### src/rtl/band_sched_pkg.sv
`default_nettype none
// +----------------------------------------------------------------------------+
// | Package     : band_sched_pkg                                               |
// | Description : Shared types, widths and helpers for the band scheduler.     |
// | Revision    : 1.0 - initial release                                        |
// +----------------------------------------------------------------------------+
package band_sched_pkg;

  localparam int NUM_BANDS              = 7;
  localparam int MAG_W                  = 8;
  localparam int BAND_W                 = 3;
  localparam int SHIFT_W                = 3;
  localparam int DEFAULT_TIMEOUT_CYCLES = 1023;

  typedef enum logic [2:0] {
    ST_IDLE   = 3'd0,
    ST_ISSUE  = 3'd1,
    ST_WAIT   = 3'd2,
    ST_UPDATE = 3'd3,
    ST_DONE   = 3'd4
  } state_e;

  typedef struct packed {
    logic              found;
    logic [BAND_W-1:0] idx;
  } band_pick_t;

  // Lowest enabled band whose index is >= from; found=0 when none remains.
  function automatic band_pick_t next_band(input logic [NUM_BANDS-1:0] mask,
                                           input logic [BAND_W:0]      from);
    band_pick_t pick;
    pick = '0;
    for (int i = NUM_BANDS - 1; i >= 0; i--) begin
      if (mask[i] && ((BAND_W+1)'(i) >= from)) begin
        pick.found = 1'b1;
        pick.idx   = BAND_W'(i);
      end
    end
    return pick;
  endfunction

endpackage
`default_nettype wire

### src/rtl/band_scheduler_peak_decay.sv
`default_nettype none
// +----------------------------------------------------------------------------+
// | Module      : peak_decay                                                   |
// | Description : Peak-hold level update: max(mag, old - (old >> shift)).      |
// | Revision    : 1.0 - initial release                                        |
// +----------------------------------------------------------------------------+
module peak_decay
  import band_sched_pkg::*;
(
  input  logic [MAG_W-1:0]   old_level,
  input  logic [MAG_W-1:0]   mag,
  input  logic [SHIFT_W-1:0] shift,
  output logic [MAG_W-1:0]   new_level
);

  logic [MAG_W-1:0] decayed;

  // old >> shift never exceeds old, so the subtraction cannot wrap.
  always_comb begin
    decayed   = old_level - (old_level >> shift);
    new_level = (mag > decayed) ? mag : decayed;
  end

endmodule
`default_nettype wire

### src/rtl/band_scheduler.sv
`default_nettype none
// +----------------------------------------------------------------------------+
// | Module      : band_scheduler                                               |
// | Description : Sequences up to seven bands per audio frame through a shared |
// |               band-filter engine and keeps peak-hold display levels.       |
// | Revision    : 1.0 - initial release                                        |
// +----------------------------------------------------------------------------+
module band_scheduler
  import band_sched_pkg::*;
#(
  parameter int TIMEOUT_CYCLES = DEFAULT_TIMEOUT_CYCLES,
  parameter int SAMPLE_W       = 18
) (
  input  logic                clock,
  input  logic                reset_n,
  input  logic                ready,
  input  logic [SAMPLE_W-1:0] audio_in,
  input  logic [9:0]          controls,
  output logic                eng_start,
  output logic [BAND_W-1:0]   eng_band,
  output logic [SAMPLE_W-1:0] eng_sample,
  input  logic                eng_done,
  input  logic [MAG_W-1:0]    eng_mag,
  output logic [MAG_W-1:0]    freq1,
  output logic [MAG_W-1:0]    freq2,
  output logic [MAG_W-1:0]    freq3,
  output logic [MAG_W-1:0]    freq4,
  output logic [MAG_W-1:0]    freq5,
  output logic [MAG_W-1:0]    freq6,
  output logic [MAG_W-1:0]    freq7,
  output logic [SAMPLE_W-1:0] audio_out,
  output logic                audio_valid,
  output logic                busy,
  output logic [7:0]          overrun_cnt,
  output logic                timeout_err
);

  localparam int               CNT_W    = (TIMEOUT_CYCLES > 1) ? $clog2(TIMEOUT_CYCLES) : 1;
  localparam logic [CNT_W-1:0] CNT_LAST = CNT_W'(TIMEOUT_CYCLES - 1);

  state_e                state_q, state_d;
  logic [BAND_W-1:0]     band_q, band_d;
  logic [SAMPLE_W-1:0]   sample_q, sample_d;
  logic [NUM_BANDS-1:0]  mask_q, mask_d;
  logic [SHIFT_W-1:0]    shift_q, shift_d;
  logic [MAG_W-1:0]      mag_q, mag_d;
  logic [CNT_W-1:0]      tmo_cnt_q, tmo_cnt_d;
  logic [MAG_W-1:0]      freq_q [NUM_BANDS];
  logic [MAG_W-1:0]      freq_d [NUM_BANDS];
  logic [SAMPLE_W-1:0]   audio_out_q, audio_out_d;
  logic                  audio_valid_q, audio_valid_d;
  logic                  eng_start_q, eng_start_d;
  logic [7:0]            overrun_q, overrun_d;
  logic                  timeout_err_q, timeout_err_d;

  logic                  accept;
  band_pick_t            pick;
  logic [MAG_W-1:0]      cur_level;
  logic [MAG_W-1:0]      upd_level;

  // Current level of the band being processed, fed to the shared decay unit.
  always_comb begin
    cur_level = '0;
    for (int k = 0; k < NUM_BANDS; k++) begin
      if (band_q == BAND_W'(k)) cur_level = freq_q[k];
    end
  end

  peak_decay u_peak_decay (
    .old_level (cur_level),
    .mag       (mag_q),
    .shift     (shift_q),
    .new_level (upd_level)
  );

  // Next-state and datapath updates for the frame sequencer.
  always_comb begin
    state_d       = state_q;
    band_d        = band_q;
    sample_d      = sample_q;
    mask_d        = mask_q;
    shift_d       = shift_q;
    mag_d         = mag_q;
    tmo_cnt_d     = tmo_cnt_q;
    freq_d        = freq_q;
    audio_out_d   = audio_out_q;
    audio_valid_d = 1'b0;
    eng_start_d   = 1'b0;
    overrun_d     = overrun_q;
    timeout_err_d = timeout_err_q;
    accept        = 1'b0;
    pick          = '0;

    case (state_q)
      ST_IDLE: begin
        if (ready) accept = 1'b1;
      end
      ST_ISSUE: begin
        state_d = ST_WAIT;
      end
      ST_WAIT: begin
        if (eng_done) begin
          mag_d     = eng_mag;
          tmo_cnt_d = '0;
          state_d   = ST_UPDATE;
        end else if (tmo_cnt_q == CNT_LAST) begin
          mag_d         = '0;
          tmo_cnt_d     = '0;
          timeout_err_d = 1'b1;
          state_d       = ST_UPDATE;
        end else begin
          tmo_cnt_d = tmo_cnt_q + 1'b1;
        end
      end
      ST_UPDATE: begin
        for (int k = 0; k < NUM_BANDS; k++) begin
          if (band_q == BAND_W'(k)) freq_d[k] = upd_level;
        end
        pick = next_band(mask_q, {1'b0, band_q} + 1'b1);
        if (pick.found) begin
          band_d      = pick.idx;
          eng_start_d = 1'b1;
          state_d     = ST_ISSUE;
        end else begin
          state_d = ST_DONE;
        end
      end
      ST_DONE: begin
        // Clearing uses the finishing frame's mask, even if a new frame starts now.
        for (int k = 0; k < NUM_BANDS; k++) begin
          if (!mask_q[k]) freq_d[k] = '0;
        end
        audio_out_d   = sample_q;
        audio_valid_d = 1'b1;
        state_d       = ST_IDLE;
        if (ready) accept = 1'b1;
      end
      default: begin
        state_d = ST_IDLE;
      end
    endcase

    // Strobes arriving while a frame is in flight are dropped and counted.
    if (ready && ((state_q == ST_ISSUE) || (state_q == ST_WAIT) || (state_q == ST_UPDATE))) begin
      if (overrun_q != 8'hFF) overrun_d = overrun_q + 8'd1;
    end

    if (accept) begin
      sample_d = audio_in;
      mask_d   = controls[6:0];
      shift_d  = controls[9:7];
      pick     = next_band(controls[6:0], '0);
      if (pick.found) begin
        band_d      = pick.idx;
        eng_start_d = 1'b1;
        state_d     = ST_ISSUE;
      end else begin
        state_d = ST_DONE;
      end
    end
  end

  // State and datapath registers with asynchronous clear.
  always_ff @(posedge clock or negedge reset_n) begin
    if (!reset_n) begin
      state_q       <= ST_IDLE;
      band_q        <= '0;
      sample_q      <= '0;
      mask_q        <= '0;
      shift_q       <= '0;
      mag_q         <= '0;
      tmo_cnt_q     <= '0;
      for (int k = 0; k < NUM_BANDS; k++) freq_q[k] <= '0;
      audio_out_q   <= '0;
      audio_valid_q <= 1'b0;
      eng_start_q   <= 1'b0;
      overrun_q     <= '0;
      timeout_err_q <= 1'b0;
    end else begin
      state_q       <= state_d;
      band_q        <= band_d;
      sample_q      <= sample_d;
      mask_q        <= mask_d;
      shift_q       <= shift_d;
      mag_q         <= mag_d;
      tmo_cnt_q     <= tmo_cnt_d;
      for (int k = 0; k < NUM_BANDS; k++) freq_q[k] <= freq_d[k];
      audio_out_q   <= audio_out_d;
      audio_valid_q <= audio_valid_d;
      eng_start_q   <= eng_start_d;
      overrun_q     <= overrun_d;
      timeout_err_q <= timeout_err_d;
    end
  end

  assign eng_start   = eng_start_q;
  assign eng_band    = band_q;
  assign eng_sample  = sample_q;
  assign freq1       = freq_q[0];
  assign freq2       = freq_q[1];
  assign freq3       = freq_q[2];
  assign freq4       = freq_q[3];
  assign freq5       = freq_q[4];
  assign freq6       = freq_q[5];
  assign freq7       = freq_q[6];
  assign audio_out   = audio_out_q;
  assign audio_valid = audio_valid_q;
  assign busy        = (state_q != ST_IDLE);
  assign overrun_cnt = overrun_q;
  assign timeout_err = timeout_err_q;

endmodule
`default_nettype wire

### config.mk
export PLATFORM = sky130hd
export DESIGN_NAME = band_scheduler
export DESIGN_NICKNAME = d
export VERILOG_FILES = /design/src/rtl/band_sched_pkg.sv /design/src/rtl/band_scheduler_peak_decay.sv /design/src/rtl/band_scheduler.sv
export SDC_FILE = /design/constraint.sdc
export NUM_CORES = 1
export LEC_CHECK = 0
export ABC_CLOCK_PERIOD_IN_PS = 14000
export CAP_MARGIN = 20
export CORE_ASPECT_RATIO = 2
export CORE_MARGIN = 5
export CORE_UTILIZATION = 50
export DETAILED_ROUTE_END_ITERATION = 10
export PLACE_DENSITY = 0.76
export SLEW_MARGIN = 20
export SYNTH_ARGS = -nofsm -noshare
export SYNTH_HDL_FRONTEND = slang
export SYNTH_SLANG_ARGS = --single-unit
### constraint.sdc
create_clock -name clock -period 14 [get_ports clock]
set_clock_uncertainty 0.2 [all_clocks]
set_input_delay 2.8 -clock clock [delete_from_list [all_inputs] [get_ports clock]]
set_output_delay 2.8 -clock clock [all_outputs]
set_load 0.02 [all_outputs]
=== After elaboration in Yosys (flattened, before gate mapping) ===
Index checks and enable logic that the tools add are counted.
W data, S select, Z words.

* Flip-flop bits (word level): 137
* Input port bits: 40
* Output and inout port bits: 107
* Word-level logic and storage cells: 148

* Add/sub/neg operators: 4
* Order comparisons: 8
* Equality and inequality tests: 28
* Shifts and indexed selects: 1
* Muxes and demuxes: 60
* Bitwise gates (word level): 1
* Reduce and logical (&&, ||, !) cells: 27

{| class="wikitable"
|+ Operator list
! kind !! number
|-
| $mux W8 || 24
|-
| $pmux W56 S2 || 1
|-
| $mux W4 || 16
|-
| $ne A2 B2 Y1 const B || 15
|-
| $mux W3 || 9
|-
| $reduce_and A3 Y1 || 8
|-
| $mux W10 || 2
|-
| $eq A3 B2 Y1 const B || 4
|-
| $eq A3 B3 Y1 const B || 4
|-
| $ge A3 B4 Y1 const A || 3
|-
| $pmux W3 S4 || 1
|-
| $add A10 B1 Y10 const B || 1
|-
| $eq A10 B10 Y1 const B || 1
|-
| $add A8 B1 Y8 const B || 1
|-
| $ge A1 B4 Y1 const A || 2
|-
| $ge A2 B4 Y1 const A || 2
|-
| $gt A8 B8 Y1 || 1
|-
| $logic_and A1 B1 Y1 || 8
|-
| $ne A8 B8 Y1 const B || 1
|-
| $shr A8 B3 Y8 || 1
|-
| $sub A8 B8 Y8 || 1
|-
| $mux W1 || 7
|-
| $eq A3 B1 Y1 const B || 2
|-
| $logic_not A3 Y1 || 2
|-
| other kinds (8) || 12
|}

=== Longest topological paths before layout ===
Gate-level depths: netlist of run 1.

* Depth after elaboration: 15
* Gate-level depth with buffers: 31

=== Cells and area by module ===
Synthesis of run 1 repeated with hierarchy kept, for this count alone.

* Cell total of the unflattened synthesis: 747
* Area total of the unflattened synthesis: 7043.0 sq um

{| class="wikitable"
|+ By module, submodules not included
! module !! times used !! cells an instance !! area an instance (sq um) !! seq. area each (sq um)
|-
| band_scheduler || 1 || 639 || 6229.7 || 3428.3
|-
| peak_decay || 1 || 108 || 813.3 || 0.0
|}

=== Worst setup path after synthesis of run 1 ===
No wires, ideal clock.

* Path type: reg-to-reg
* From: register band_q[1], in the netlist eng_band[1]
* To: register freq_q, in the netlist freq1[1]
* Setup time: 139 ps
* Data arrival time: 5303 ps
* Required time: 13661 ps
* Slack: 8357 ps
* Stages on the path, launching flop included: 27
* Cell sequence: dfrtp_1 inv_1 ha_1 buf_2 buf_2 nand3b_1 a221oi_1 o21ai_1 a21oi_1 o211ai_1 and2_1 ha_1 nand3_1 a31oi_1 a311oi_1 o22ai_1 a41o_1 o21a_1 nor2_1 xnor2_1 ha_1 nand3_1 o21ai_0 o21a_1 buf_1 mux2i_1 o31ai_1

* Word-level cells in the longest chain between the ends: 14
* Elaborated cells between the ends (all ways): 22

{| class="wikitable"
|+ Ends and longest elaborated chain
! what !! line !! source
|-
| start: declaration || band_scheduler.sv:42 || <nowiki>logic [BAND_W-1:0] band_q, band_d;</nowiki>
|-
| start signal: assignment || band_scheduler.sv:181 || <nowiki>band_q <= band_d;</nowiki>
|-
| $logic_not A3 Y1 || band_scheduler.sv:65, band_scheduler.sv:117 ||
|-
| $mux W8 (7 in a row) || band_scheduler.sv:65 || <nowiki>if (band_q == BAND_W'(k)) cur_level = freq_q[k];</nowiki>
|-
| $shr A8 B3 Y8 || band_scheduler_peak_decay.sv:20 || <nowiki>decayed = old_level - (old_level >> shift);</nowiki>
|-
| $sub A8 B8 Y8 || band_scheduler_peak_decay.sv:20 ||
|-
| $gt A8 B8 Y1 || band_scheduler_peak_decay.sv:21 || <nowiki>new_level = (mag > decayed) ? mag : decayed;</nowiki>
|-
| $mux W8 || band_scheduler_peak_decay.sv:21 ||
|-
| $mux W8 || band_scheduler.sv:117 || <nowiki>if (band_q == BAND_W'(k)) freq_d[k] = upd_level;</nowiki>
|-
| $pmux W56 S2 || band_scheduler.sv:94 || <nowiki>case (state_q)</nowiki>
|-
| end: declaration || band_scheduler.sv:48 || <nowiki>logic [MAG_W-1:0] freq_q [NUM_BANDS];</nowiki>
|}

Parallel ways exist; a longest one is shown, timed or not. The select of a mux whose other input is x is not followed.
A chain may end at the register's enable or synchronous reset.

=== Worst setup path in the final report of run 1 ===
* From: register band_q[2], in the netlist eng_band[2]
* To: register freq_q, in the netlist freq7[7]

* Word-level cells in the longest chain between the ends: 14
* Elaborated cells between the ends (all ways): 22

{| class="wikitable"
|+ Ends and longest elaborated chain
! what !! line
|-
| $logic_not A3 Y1 || band_scheduler.sv:65
|-
| $mux W8 (7 in a row) || band_scheduler.sv:65
|-
| $shr A8 B3 Y8 || band_scheduler_peak_decay.sv:20
|-
| $sub A8 B8 Y8 || band_scheduler_peak_decay.sv:20
|-
| $gt A8 B8 Y1 || band_scheduler_peak_decay.sv:21
|-
| $mux W8 || band_scheduler_peak_decay.sv:21
|-
| $mux W8 || band_scheduler.sv:117
|-
| $pmux W56 S2 || band_scheduler.sv:94
|}

Parallel ways exist; a longest one is shown, timed or not. The select of a mux whose other input is x is not followed.

==> impl_metrics.csv, run 1 <==
group,metric,value,unit
status,status,"finished, final reports clean",
final_layout,layout_commonest_cell,"nand2_1",
setup_path,r2r_setup_slack,6.51,ns
timing,period_needed,7.49,ns
synthesis,synth_edf_count,0,
place,dp.final_hpwl,16.8,mm
synthesis,ys_seq_area_frac,0.466,
setup_path,crit_fanout,29,
setup_path,cp.depth,25,
setup_path,cpPeakStageDelay,0.98,ns
global_routing,grt_pass1_vias,6697,
final_layout,nets,979,
drt,avgViaCountPerCell,5.87,
setup_path,worst-setup-path-type,"reg -> reg",
timing,clock.fmax,0.134,GHz
global_routing,overflow,0,
place,io_buffers,146,
setup_path,worst-path-buf-inv,1,
die,die_y,181,um
final_layout,n_fill_cell,1220,
timing,rsz0062_at_grt,"false",
clock_network,cts_tree,"done",
global_routing,grtUsageTotal,0.270,
final_layout,mostFrequentLayoutCells,"149 x nand2_1, 145 x clkdlybuf4s50_1, 137 x dfrtp_1",
synthesis,ys_types,67,
timing,fin_crit_sh,0.535,
drt,routed_wl,22.8,mm
die,num_rows,62,
synthesis,netlist_area,7350,um2
setup_path,endpoint,"freq7[7]",
clock_network,htreeDepth,4,
setup_path,reg2reg_depth,25,
final_layout,drive_gt1_frac,0.0927,
timing,slew_headroom,0.334,
clock_network,clock_path_buffers,2,
place,place_congestion,1.04,
timing,tns,0,ns
die,io_pins,147,
setup_path,cp_data_arrival_time,7.56,ns
clock_network,cts_root_buf,"clkbuf_16",
clock_network,clock_latency,0.42,ns
setup_path,r2r_end,"freq7[7]",
setup_path,crit_required,14.07,ns
drt,vias,6579,
clock_network,cts.repair.resized,0,
timing,hold_violations,0,
global_routing,antenna_found_initial,0,
setup_path,worstSetupEndpointType,"flip-flop",
setup_path,reg2reg_from,"eng_band[2]",
drt,drc_errors,0,
synthesis,ys_warn_count,0,
clock_network,cts_buffers,17,
synthesis,avgSynthCellArea,9.37,um2
setup_path,setup.worst_path.start_class,"flip-flop",
clock_network,postCtsSetupBuffers,0,
die,die_x,95.7,um
die,start_util,0.509,
drt,wl_per_cell,20.4,um
job,maxCapViolCount,0,
synthesis,synth_fp_nets,848,
synthesis,yosys_register_bits,137,
setup_path,setup.worst_path.start,"eng_band[2]",
die,core,14400,um2
setup_path,crit_top_cell,"ha_1",
clock_network,path_clk_slew,0.06,ns
timing,finalMaxSlewViolations,0,
timing,tightest_slew,0.985,ns
drt,final_antenna_net_count,0,
die,die-area,17400,um2
worst_hold_path,hold_class,"reg -> reg",
clock_network,clkSinkCount,137,
timing,setup_viol,0,
synthesis,async_flop_share,1.00,
clock_network,postCtsHoldBufs,0,
drt,drt_first_pass_iters,5,
setup_path,crit_family,"compound AO/OA/AOI/OAI gates",
drt,drt_iter0_drc,428,
synthesis,syn_inst,784,
synthesis,synth_ff_type,"dfrtp_1",
final_layout,area_growth,29.6,%
global_routing,grt_pass1_wl,35.8,mm
final_layout,diodes,0,
setup_path,cpMaxStageDelayCell,"dfrtp_1",
global_routing,grt_max_degree,72,
[area by class of cell]
class	instances	area, um2	share of cell area
well taps	192	240	0.0252
repair buffers	153	1520	0.159
clock inverters	13	158	0.0165
inverters	27	101	0.0106
flip-flops and latches	137	3430	0.360
multi-input cells	579	3640	0.382
clock buffers	19	443	0.0465
[layer usage]
| layer | up-vias | share of wire | global-route usage |
|---|---|---|---|
| met5 | - | 0 | 0 |
| met4 | 0 | 0.063 | 0.172 |
| li1 | 3050 | - | - |
| met1 | 3161 | 0.34 | 0.279 |
| met2 | 284 | 0.54 | 0.475 |
| met3 | 84 | 0.062 | 0.0580 |
[tightest hold or removal path: cells and delay by family (launching register included)]
kind | cells | cell delay (ns)
compound gates | 1 | 0.05
buf+inv | 1 | 0.04
flops | 1 | 0.34
[worst min-delay path by stage]
| stage | startpoint | endpoint | depth (start not counted) |
|---|---|---|---|
| floorplan | state_q[2] | state_q[1] | 1 |
| global placement | timeout_err | timeout_err | 2 |
| detailed placement | timeout_err | timeout_err | 2 |
| CTS | audio_out[11] | audio_out[11] | 2 |
| global route | audio_out[11] | audio_out[11] | 2 |
| finish | timeout_err | timeout_err | 2 |
[stage by stage]
step	hold slack [ns]	utilization	setup WS, ns	instance area (um2)	std cells
floorplan	0.255	-	8.36	7350	784
global placement	0.251	0.619	6.80	8930	1088
detailed placement	0.260	0.619	6.69	8930	1088
CTS	0.275	0.660	6.67	9530	1120
global route	0.291	0.660	6.02	9530	1120
finish	0.269	0.660	6.51	9530	1120
[Yosys cell counts, types with 7 or more instances]
master,instances,area (um2)
nand2_1,149,559
dfrtp_1,137,3430
o21ai_0,49,245
a21oi_1,37,185
mux2_2,34,383
nor2_1,32,120
o31ai_1,31,233
inv_1,26,97.6
ha_1,24,300
nand3_1,20,100
clkbuf_1,19,71.3
and2_1,13,81.3
xnor2_1,12,105
nor2b_1,11,68.8
o21ai_1,11,55.1
buf_1,10,37.5
buf_2,10,50.1
nor3_1,10,50.1
o21a_1,10,75.1
nand4_1,9,56.3
a211oi_1,8,60.1
and3_1,8,50.1
nand2b_1,8,50.1
o211ai_1,7,52.6
xor2_1,7,61.3
[cells by family (layout without fill, tap and decap cells)]
family	Yosys count	count (layout)	share of synthesized area
AO/OA/AOI/OAI	209	209	0.189
XOR/XNOR	19	19	0.0226
adder cells (fa/ha/maj)	24	24	0.0409
buffers and inverters	68	212	0.0380
flip-flops	137	137	0.466
multiplexers	40	40	0.0608
AND/OR/NAND/NOR	287	287	0.182
Power of run 1 is not shown: default switching activity piles up to over one toggle a cycle in this logic, so the estimate is an artifact.
==> inputs of run 2 (changes only) <==
--- a/config.mk
+++ b/config.mk
@@ -5,13 +5,13 @@
 export SDC_FILE = /design/constraint.sdc
 export NUM_CORES = 1
 export LEC_CHECK = 0
-export ABC_CLOCK_PERIOD_IN_PS = 14000
+export ABC_CLOCK_PERIOD_IN_PS = 6550
 export CAP_MARGIN = 20
 export CORE_ASPECT_RATIO = 2
 export CORE_MARGIN = 5
-export CORE_UTILIZATION = 50
+export CORE_UTILIZATION = 47
 export DETAILED_ROUTE_END_ITERATION = 10
-export PLACE_DENSITY = 0.76
+export PLACE_DENSITY = 0.75
 export SLEW_MARGIN = 20
 export SYNTH_ARGS = -nofsm -noshare
 export SYNTH_HDL_FRONTEND = slang
==> constraint.sdc (replaced) <==
create_clock -name clock -period 6.55 [get_ports clock]
set_clock_uncertainty 0.2 [all_clocks]
set_input_delay 1.31 -clock clock [delete_from_list [all_inputs] [get_ports clock]]
set_output_delay 1.31 -clock clock [all_outputs]
set_load 0.02 [all_outputs]
==> run 2 against run 1 <==
Cell count grew 2.5%; worst hold slack worse by 0.0025 ns; routed wire length grew 5.4%; non-clock buffer count increased by 22; critical path type unchanged.
==> impl_metrics.csv, run 2 (synthesized netlist as in run 1, its figures left out) <==
group,metric,value,unit
clock_network,clock_path_buffers,2,
drt,wl_per_cell,20.9,um
timing,fin_hold_ws,0.267,ns
place,io_buffers,146,
timing,tightest_slew,0.972,ns
timing,tns,0,ns
final_layout,final_util,0.633,
drt,final_antenna_net_count,0,
global_routing,grt_pass1_wl,38.7,mm
die,die_x,98.4,um
status,status,"finished, final reports clean",
final_layout,nets,1001,
global_routing,overflow,0,
setup_path,reg2reg_from,"eng_band[0]",
setup_path,crit_fanout,11,
setup_path,setup.worst_path.start,"eng_band[0]",
final_layout,n_fill_cell,1319,
place,dp.final_hpwl,17.9,mm
setup_path,worst-setup-path-type,"reg -> reg",
setup_path,worstSetupEndpointType,"flip-flop",
drt,drt_iter0_drc,495,
die,start_util,0.478,
worst_hold_path,hold_class,"reg -> reg",
clock_network,cts_tree,"done",
die,die-area,18400,um2
place,place_congestion,0.937,
global_routing,grt_max_degree,94,
clock_network,path_clk_slew,0.06,ns
final_layout,drive_gt1_frac,0.116,
worst_hold_path,hp-start,"timeout_err",
global_routing,grtUsageTotal,0.268,
timing,setup_viol,0,
global_routing,antenna_found_initial,0,
final_layout,stdcell_count,1148,
drt,avgViaCountPerCell,5.88,
final_layout,mostFrequentLayoutCells,"149 x nand2_1, 145 x clkdlybuf4s50_1, 137 x dfrtp_1",
timing,rsz0062_at_grt,"false",
global_routing,grt_pass1_vias,7207,
die,core,15400,um2
drt,routed_wl,24.0,mm
clock_network,cts_root_buf,"clkbuf_16",
timing,hold_violations,0,
place,dpl.cell_count,1112,
final_layout,layout_commonest_cell,"nand2_1",
timing,clock.fmax,0.162,GHz
timing,fin_crit_sh,0.942,
drt,drc_errors,0,
clock_network,postCtsHoldBufs,0,
die,io_pins,147,
final_layout,diodes,0,
clock_network,clkSinkCount,137,
setup_path,cp_data_arrival_time,6.25,ns
clock_network,htreeDepth,4,
setup_path,setup.worst_path.start_class,"flip-flop",
timing,finalMaxSlewViolations,0,
timing,slew_headroom,0.343,
die,num_rows,64,
timing,period_needed,6.17,ns
drt,vias,6753,
final_layout,area_growth,32.4,%
drt,drt_first_pass_iters,5,
job,maxCapViolCount,0,
setup_path,crit_required,6.63,ns
clock_network,cts_buffers,17,
clock_network,clock_latency,0.42,ns
die,die_y,187,um
-- run 2: final timing paths --
check	depth (start not counted)	slack, ns	endpoint
min	2	0.27	timeout_err
max in group asynchronous	2	4.22	overrun_cnt[0]
max reg2reg	24	0.38	freq7[3]
min in group asynchronous	1	0.77	eng_sample[2]
max	24	0.38	freq7[3]
min reg2reg	2	0.27	timeout_err
-- run 2: routing by layer --
layer  global-route usage  vias to the layer above  wire (um)
met5                    0                        -          0
met4                0.200                        0       1810
met3               0.0526                      101       1470
met2                0.471                      316      12800
met1                0.275                     3232       7960
li1                     -                     3104          -
-- run 2: repair_timing --
item                       CTS  global route
buffers inserted             0             4
resized for setup            0             4
setup endpoints to repair    0            49
-- run 2: cell type report --
| class | instances | area, um2 | area share |
|---|---|---|---|
| inverter | 27 | 101 | 0.0104 |
| multi-input combinational | 579 | 3670 | 0.377 |
| tap | 198 | 248 | 0.0254 |
| clock buffer | 21 | 460 | 0.0473 |
| timing repair buffer | 175 | 1680 | 0.173 |
| sequential | 137 | 3430 | 0.352 |
| clock inverter | 11 | 146 | 0.0150 |
-- run 2: worst max-delay path, cell delays in order, from the launching register on --
cell      delay [ns]
dfrtp_1         0.47
inv_1           0.15
ha_1            0.32
buf_4           0.21
nor3b_1         0.15
o32a_1          0.37
a221oi_4        0.49
a211o_1         0.20
o311ai_1        0.19
or3_1           0.41
and2_1          0.21
ha_1            0.18
nand2b_1        0.20
xnor2_2         0.23
ha_1            0.28
o21a_1          0.10
o21ai_0         0.18
nand2b_1        0.08
a21oi_1         0.15
o21ai_0         0.12
o21ai_1         0.31
buf_4           0.24
mux2i_2         0.30
buf_4           0.22
o31ai_1         0.08
-- run 2: through the flow --
stage | cell area (um2) | setup WS (ns)
floorplan | 7350 | 0.907
global placement | 9070 | 0.224
detailed placement | 9070 | 0.134
CTS | 9680 | 0.108
global route | 9730 | 0.0414
finish | 9730 | 0.382
Power of run 2 is left out for the same reason.
==> inputs of run 3 (changes only) <==
--- a/config.mk
+++ b/config.mk
@@ -10,6 +10,7 @@
 export CORE_ASPECT_RATIO = 2
 export CORE_MARGIN = 5
 export CORE_UTILIZATION = 47
+export CTS_CLUSTER_DIAMETER = 120
 export DETAILED_ROUTE_END_ITERATION = 10
 export PLACE_DENSITY = 0.75
 export SLEW_MARGIN = 20
==> results of run 3 <==
Same layout as run 2: the final DEF is identical, and so are final timing and power.
Power of run 3 is left out for the same reason.
